<file path="src/rtl/argmax_sequencer_if.sv">
// argmax_sequencer_if: score input stream and result output handshake bundle.
//   score_valid/score_data/score_last/score_ready : frame of signed class scores
//   result_valid/result_ready/result_class/result_score : winning class per frame
//   slave modport is the sequencer side, master modport is the driver/consumer side.
interface argmax_sequencer_if #(
    parameter int DATA_W = 16
);
    logic                     score_valid;
    logic signed [DATA_W-1:0] score_data;
    logic                     score_last;
    logic                     score_ready;
    logic                     result_valid;
    logic                     result_ready;
    logic [31:0]              result_class;
    logic signed [DATA_W-1:0] result_score;

    modport master (
        output score_valid, score_data, score_last, result_ready,
        input  score_ready, result_valid, result_class, result_score
    );

    modport slave (
        input  score_valid, score_data, score_last, result_ready,
        output score_ready, result_valid, result_class, result_score
    );
endinterface

</file>
<file path="src/rtl/argmax_sequencer.sv">
// argmax_sequencer: collects one frame of NUM_CLASS signed scores and reports the argmax.
//   clk       : rising-edge clock
//   rst       : asynchronous active-low reset
//   bus       : argmax_sequencer_if.slave (score stream in, result handshake out)
//   busy      : high whenever the FSM is not IDLE
//   err_len   : sticky frame-length violation, cleared by the next frame's first accept
//   frame_cnt : completed result handshakes, only when ARGMAX_FRAME_COUNT_EN is defined
module argmax_sequencer #(
    parameter int DATA_W    = 16,
    parameter int NUM_CLASS = 10
) (
    input  logic clk,
    input  logic rst,
    argmax_sequencer_if.slave bus,
    output logic busy,
    output logic err_len
`ifdef ARGMAX_FRAME_COUNT_EN
    ,
    output logic [15:0] frame_cnt
`endif
);
    localparam int CNT_W = $clog2(NUM_CLASS + 1);
    localparam logic [1:0] IDLE    = 2'd0;
    localparam logic [1:0] COLLECT = 2'd1;
    localparam logic [1:0] DECIDE  = 2'd2;
    localparam logic [1:0] OUTPUT  = 2'd3;

    logic [1:0]               state;
    logic [CNT_W-1:0]         cnt;
    logic [CNT_W-1:0]         next_cnt;
    logic signed [DATA_W-1:0] slot [NUM_CLASS];
    logic                     accept;
    logic                     full;
    logic signed [DATA_W-1:0] best_score;
    logic [31:0]              best_class;

    assign bus.score_ready  = (state == IDLE) || (state == COLLECT);
    assign bus.result_valid = state == OUTPUT;
    assign busy             = state != IDLE;
    assign accept           = bus.score_valid && bus.score_ready;
    // A new frame restarts the slot count from zero.
    assign next_cnt         = (state == IDLE ? '0 : cnt) + CNT_W'(1);
    assign full             = next_cnt == CNT_W'(NUM_CLASS);

    // Ascending scan with >= lets the highest tied index win; only slots 1..cnt are candidates.
    always_comb begin
        best_score = slot[0];
        best_class = 32'd1;
        for (int i = 1; i < NUM_CLASS; i++)
            if (CNT_W'(i) < cnt && slot[i] >= best_score) begin
                best_score = slot[i];
                best_class = 32'(i + 1);
            end
    end

    always_ff @(posedge clk or negedge rst)
        if (!rst)
            for (int i = 0; i < NUM_CLASS; i++) slot[i] <= '0;
        else if (accept)
            for (int i = 0; i < NUM_CLASS; i++)
                if (next_cnt == CNT_W'(i + 1)) slot[i] <= bus.score_data;

    // A frame is wrong exactly when score_last and the final slot do not coincide.
    always_ff @(posedge clk or negedge rst)
        if (!rst) begin
            state            <= IDLE;
            cnt              <= '0;
            err_len          <= 1'b0;
            bus.result_class <= '0;
            bus.result_score <= '0;
        end else if (accept) begin
            cnt     <= next_cnt;
            err_len <= (state == COLLECT && err_len) || (full != bus.score_last);
            state   <= (full || bus.score_last) ? DECIDE : COLLECT;
        end else if (state == DECIDE) begin
            bus.result_class <= best_class;
            bus.result_score <= best_score;
            state            <= OUTPUT;
        end else if (state == OUTPUT && bus.result_ready)
            state <= IDLE;

`ifdef ARGMAX_FRAME_COUNT_EN
    always_ff @(posedge clk or negedge rst)
        if (!rst)
            frame_cnt <= '0;
        else if (state == OUTPUT && bus.result_ready)
            frame_cnt <= frame_cnt + 16'd1;
`endif
endmodule

</file>
<file path="src/flat_wrapper.sv">
// flat-port wrapper written by rule: the top's interface ports become plain ports
module argmax_sequencer_flat 
#(
    parameter int DATA_W    = 16,
    parameter int NUM_CLASS = 10
)
  (clk, rst, busy, err_len, bus_score_valid, bus_score_data, bus_score_last, bus_result_ready, bus_score_ready, bus_result_valid, bus_result_class, bus_result_score);
  argmax_sequencer_if #(.DATA_W(DATA_W)) bus_i ();
  input  logic clk;
  input  logic rst;
  output logic busy;
  output logic err_len;
  input wire logic [$bits(bus_i.score_valid)-1:0] bus_score_valid;
  input wire logic [$bits(bus_i.score_data)-1:0] bus_score_data;
  input wire logic [$bits(bus_i.score_last)-1:0] bus_score_last;
  input wire logic [$bits(bus_i.result_ready)-1:0] bus_result_ready;
  output wire logic [$bits(bus_i.score_ready)-1:0] bus_score_ready;
  output wire logic [$bits(bus_i.result_valid)-1:0] bus_result_valid;
  output wire logic [$bits(bus_i.result_class)-1:0] bus_result_class;
  output wire logic [$bits(bus_i.result_score)-1:0] bus_result_score;
  assign bus_i.score_valid = bus_score_valid;
  assign bus_i.score_data = bus_score_data;
  assign bus_i.score_last = bus_score_last;
  assign bus_i.result_ready = bus_result_ready;
  assign bus_score_ready = bus_i.score_ready;
  assign bus_result_valid = bus_i.result_valid;
  assign bus_result_class = bus_i.result_class;
  assign bus_result_score = bus_i.result_score;
  argmax_sequencer #(.DATA_W(DATA_W), .NUM_CLASS(NUM_CLASS)) u_core (.clk(clk), .rst(rst), .bus(bus_i), .busy(busy), .err_len(err_len));
endmodule
</file>
<file path="config.mk">
export PLATFORM = sky130hd
export DESIGN_NAME = argmax_sequencer_flat
export DESIGN_NICKNAME = d
export VERILOG_FILES = /design/src/rtl/argmax_sequencer_if.sv /design/src/rtl/argmax_sequencer.sv /design/src/flat_wrapper.sv
export SDC_FILE = /design/constraint.sdc
export NUM_CORES = 1
export LEC_CHECK = 0
export CAP_MARGIN = 20
export CORE_MARGIN = 2
export CORE_UTILIZATION = 45
export CTS_CLUSTER_DIAMETER = 40
export CTS_CLUSTER_SIZE = 20
export DETAILED_ROUTE_END_ITERATION = 7
export SKIP_LAST_GASP = 1
export SLEW_MARGIN = 15
export SYNTH_ARGS = -nofsm -noshare
export SYNTH_HDL_FRONTEND = slang
export SYNTH_SLANG_ARGS = --single-unit
</file>
<file path="constraint.sdc">
create_clock -name clk -period 58.6 [get_ports clk]
set_input_delay 11.72 -clock clk [delete_from_list [all_inputs] [get_ports clk]]
set_output_delay 11.72 -clock clk [all_outputs]
set_load 0.01 [all_outputs]
</file>
-- After elaboration in Yosys (flattened, before gate mapping)
Index checks and enable logic that the tools add are counted.
- $add $sub $neg: 1
- bitwise gates (word level): 1
- reductions and logical operators: 29
- eq/ne operators: 14
- $lt $le $gt $ge: 18
- multiplexer cells: 23
- operators with widths (operator ; number):
    two-way mux 32 bit ; 8
    >= comparator 16 bit ; 9
    two-way mux 16 bit ; 9
    AND reduction 2 bit ; 11
    == test 4 x 3 -> 1 bit (second input constant) ; 4
    less-than comparator 3 x 4 -> 1 bit (first input constant) ; 4
    == test 4 bit (second input constant) ; 3
    logical AND 1 bit ; 12
    two-way mux 2 bit ; 5
    == test 4 x 2 -> 1 bit (second input constant) ; 2
    less-than comparator 2 x 4 -> 1 bit (first input constant) ; 2
    less-than comparator 4 bit (first input constant) ; 2
    adder 4 x 1 -> 4 bit (second input constant) ; 1
    == test 2 bit (second input constant) ; 2
    == test 4 x 1 -> 1 bit (second input constant) ; 1
    less-than comparator 1 x 4 -> 1 bit (first input constant) ; 1
    two-way mux 4 bit ; 1
    logical OR 1 bit ; 3
    nonzero test 3 bit ; 1
    == test 2 x 1 -> 1 bit (second input constant) ; 1
    logical NOT 2 bit ; 1
    nonzero test 2 bit ; 1
    inequality test 1 bit ; 1
    NOT 1 bit ; 1
- input bits: 21
- register bits after elaboration: 215
- word-level logic and storage cells: 101

-- Longest topological paths before layout
- depth in word-level cells: 27
- gate-level depth with buffers: 100
- mapped depth without buffers: 84

-- Worst setup path before layout
OpenSTA, ideal clock, no wires.
- kind: register to register
- from: register u_core.slot[133] (netlist bit)
- to: register u_core.bus.result_score[10]
- required time: 58.453 ns
- setup time: 0.147 ns
- path buffers: 18
- cell stages (with the launch flop): 94
- path slack: 38.544 ns
- data arrival time: 19.909 ns
- path through: dfrtp_1 ha_1 a21oi_1 o21ai_1 a2111o_1 o31ai_1 nor2_2 buf_2 buf_1 a21oi_1 ha_1 nand4_1 nor4_1 o21ai_0 and3_1 and3_4 o31a_1 buf_6 [58 not listed] o21ai_0 clkbuf_1 clkbuf_1 nand2_1 clkbuf_1 o21ai_0 ha_1 a21o_1 a21o_1 a221oi_1 o21ai_0 nand2_1 a31oi_1 nor2_1 nand2_1 nor2_1 clkbuf_1 a221oi_1
- word-level cells in the longest chain between the ends: 27
- ends and longest elaborated chain (element ; RTL line ; source):
    start: declaration ; argmax_sequencer.sv:31 ; logic signed [DATA_W-1:0] slot [NUM_CLASS];
    start signal: indexed assignment ; argmax_sequencer.sv:61 ; if (next_cnt == CNT_W'(i + 1)) slot[i] <= bus.score_data;
    >= comparator 16 bit ; argmax_sequencer.sv:50 ; if (CNT_W'(i) < cnt && slot[i] >= best_score) begin
    logical AND 1 bit ; argmax_sequencer.sv:50 ;
    two-way mux 16 bit * ; argmax_sequencer.sv:50 ;
    >= comparator 16 bit ; argmax_sequencer.sv:50 ;
    logical AND 1 bit ; argmax_sequencer.sv:50 ;
    two-way mux 16 bit * ; argmax_sequencer.sv:50 ;
    >= comparator 16 bit ; argmax_sequencer.sv:50 ;
    logical AND 1 bit ; argmax_sequencer.sv:50 ;
    [11 not listed] ; - ;
    logical AND 1 bit ; argmax_sequencer.sv:50 ;
    two-way mux 16 bit * ; argmax_sequencer.sv:50 ;
    >= comparator 16 bit ; argmax_sequencer.sv:50 ;
    logical AND 1 bit ; argmax_sequencer.sv:50 ;
    two-way mux 16 bit * ; argmax_sequencer.sv:50 ;
    >= comparator 16 bit ; argmax_sequencer.sv:50 ;
    logical AND 1 bit ; argmax_sequencer.sv:50 ;
    two-way mux 16 bit * ; argmax_sequencer.sv:50 ;
    end signal: assignment ; argmax_sequencer.sv:77 ; bus.result_score <= best_score;
    end: declaration ; argmax_sequencer_if.sv:24 ; output score_ready, result_valid, result_class, result_score
Every way passes the cells marked *; elsewhere a longest branch is shown, timed or not.
A chain may end at the register's enable or synchronous reset.

-- Worst setup path after layout
- from: register u_core.slot[141] (netlist bit)
- to: register u_core.bus.result_score[8]
Same word-level chain as after synthesis.

==> out/results.txt <==
Status - finished clean
Max Buffers Root-to-Sink - 2
Nets - 1575
Top FF cell, synth - dfrtp_1
Detailed placer's ending HPWL - 29.2 mm
Final max-slew violation count - 0
DP Worst Slack - 35400 ps
Post-synth cell types - 66
Internal reg-to-reg setup slack - 35350 ps
Resize count post-CTS - 0
Routed Antenna Nets - 0
Final setup vio count - 0
Root Buffer - clkbuf_16
Post-Syn Instances - 1408
Tightest Pin Transition - 1110 ps
Buf+Inv Stages, Crit Path - 6
Worst path arrival time - 23560 ps
Crit path launch type - flip-flop
FF-to-FF path depth - 83
Total of max-cap violations - 0
Grt ovf - 0
Post-CTS setup buffer count - 0
CP Max Fanout - 37
Register area share after synthesis - 34.7%
Final worst slack - 35350 ps
Most used cell, CP - ha_1
CP Capture Point - u_core.bus.result_score[8]
CTS buffer count - 17
Largest stage delay, worst path - 910 ps
Levels on crit path - 83
Share of layout cells above drive strength 1 - 17.0%
Area contributors post-synth - dfrtp_1 35%, mux2_2 14%, ha_1 14%
Avg Cell Area, Syn - 9.59 µm²
I/O pins - 73
Clk sink count - 187
Req. time, crit path - 58920 ps
TNS Setup - 0 ps
Unrepaired setup endpoints after global routing - no
Slew margin rel. - 25.7%
Hold/Removal Path Class - flip-flop to flip-flop
DRC violations left - 0
Core Footprint - 29600 µm²
Layout area overhead - 9.56%
Synth warn - 0
Hold Violations, Final - 0
Yosys top cell area share - 34.7%
Routed WL per cell - 21.0 µm
CP top delay family - compound AO/OA/AOI/OAI gates
Post-synth top area cell - dfrtp_1
Fin crit period - 23250 ps
Largest net degree at the start of global routing - 113
Hold Buf Count CTS - 0
Clk Latency, worst-skew pair - 450 ps
Starting DRC count in detailed routing - 887
CTS tree - built
Mapped Area - 13500 µm²
Reg2reg end - u_core.bus.result_score[8]
Period Utilization, post-route - 39.7%
H-Tree Level Count - 4
EDFF count, synth - 0
First-pass GRT wire length - 60.3 mm
Vias in the first global route - 10500
I/O Buffers - 44
Reg-to-Reg Start - u_core.slot[141]
Setup CP Type - flip-flop to flip-flop
Worst-path clk slew - 80 ps
F_max - 0.0430 GHz
Routed via count - 10900
Synthesis-stage register bit count - 187
Initial Utilization - 45.7%
Setup crit end kind - flip-flop
Die footprint - 31400 µm²
Initial antenna violation count - 0
Vias per cell - 6.01
Slowest-stage cell, CP - a2111oi_0
Asr flop ratio synth - 100%
Overall Global Routing Usage - 25.0%
Row count - 63
Die Y - 177 µm
Crit path from - u_core.slot[141]
Chip width - 177 µm
Antenna diodes - 0
GP Congestion - 0.935
DRT Pass-1 Iters - 5
Routed WL - 38.0 mm
Max Clock Skew - 12.6 ps
layout make-up:
type                            count  area [µm²]
Inverter                           71         267
Clock inverter                     14         198
Multi-Input combinational cell   1068        8130
Timing Repair Buffer               61         596
Clock buffer                       18         439
Tap cell                          390         488
Sequential cell                   187        4680
Fill cell                        2725       14800
through the flow:
step                utilization (%)  cells  instance area (µm²)  hold WS (ps)
finish                         50.0   1809                14800           494
global route                   50.0   1809                14800           521
CTS                            49.8   1803                14700           502
detailed placement             47.7   1771                14100           484
global placement               47.6   1771                14100           474
floorplan                         -   1435                13600           479
registers in the layout, summed over array words and instances, names as in the netlist:
| signal | count |
|---|---|
| u_core.slot | 160 |
| u_core.bus.result_score | 16 |
| u_core.bus.result_class | 4 |
| u_core.cnt | 4 |
| u_core.state | 2 |
| u_core.err_len | 1 |
Yosys cell counts (all sizes together), types with 10 or more instances:
cell type and n:
o22ai 18, and3 23, a31oi 20, mux2i 16, nand3 45, a21o 20, nand4 22, a2111oi 17
dfrtp 187, a211oi 10, o211ai 19, o21ai 101, a221oi 31, nor2 97, nand2 68, clkbuf 48
buf 61, a21oi 100, mux2 172, inv 71, nor3 11, ha 148, o21a 15, o21bai 17
placed cells by master, fill, tap and decap left out, types with 28 or more instances in the layout:
cell type,Yosys,routed
a221oi_1,30,30
nor2_1,96,96
mux2_2,172,172
nand3_1,45,45
clkdlybuf4s50_1,0,43
o21ai_0,89,87
a21oi_1,96,95
nand2_1,68,68
ha_1,148,148
inv_1,71,71
dfrtp_1,187,187
conb_1,1,28
logic make-up (layout without fill, tap and decap cells):
kind of cell,after synthesis,count (layout),synth area share [%]
buffers and inverters,180,164,6.05
muxes,188,188,15.5
other,1,28,0.0278
AOI/OAI and AO/OA,396,396,19.0
DFF,187,187,34.7
and+or+nand+nor,304,304,10.7
xor gates and xnor gates,4,4,0.260
adders and majority gates,148,148,13.7
how the worst min path moves through the flow:
stage,from,to,slack [ps],cells after the start
global placement,u_core.bus.result_class[2],u_core.bus.result_class[2],470,2
global route,u_core.slot[147],u_core.slot[147],520,1
floorplan,u_core.slot[150],u_core.slot[150],480,1
detailed placement,u_core.bus.result_class[3],u_core.bus.result_class[3],480,2
CTS,u_core.bus.result_class[3],u_core.bus.result_class[3],500,2
finish,u_core.bus.result_class[3],u_core.bus.result_class[3],490,2
layer usage:
layer	routed length (µm)	vias up	GRT usage (%)
met5	0	-	0
met4	770	0	6.85
met3	2070	53	3.50
met2	17400	326	39.7
met1	17800	5319	35.6
li1	-	5169	-
worst min-delay path, cell delays in order (launching register included):
cell	delay [ps]
dfrtp_1	350
nand2_1	50
o21ai_0	60
Power is not shown: default switching activity piles up to over one toggle a cycle in this logic, so the estimate is an artifact.
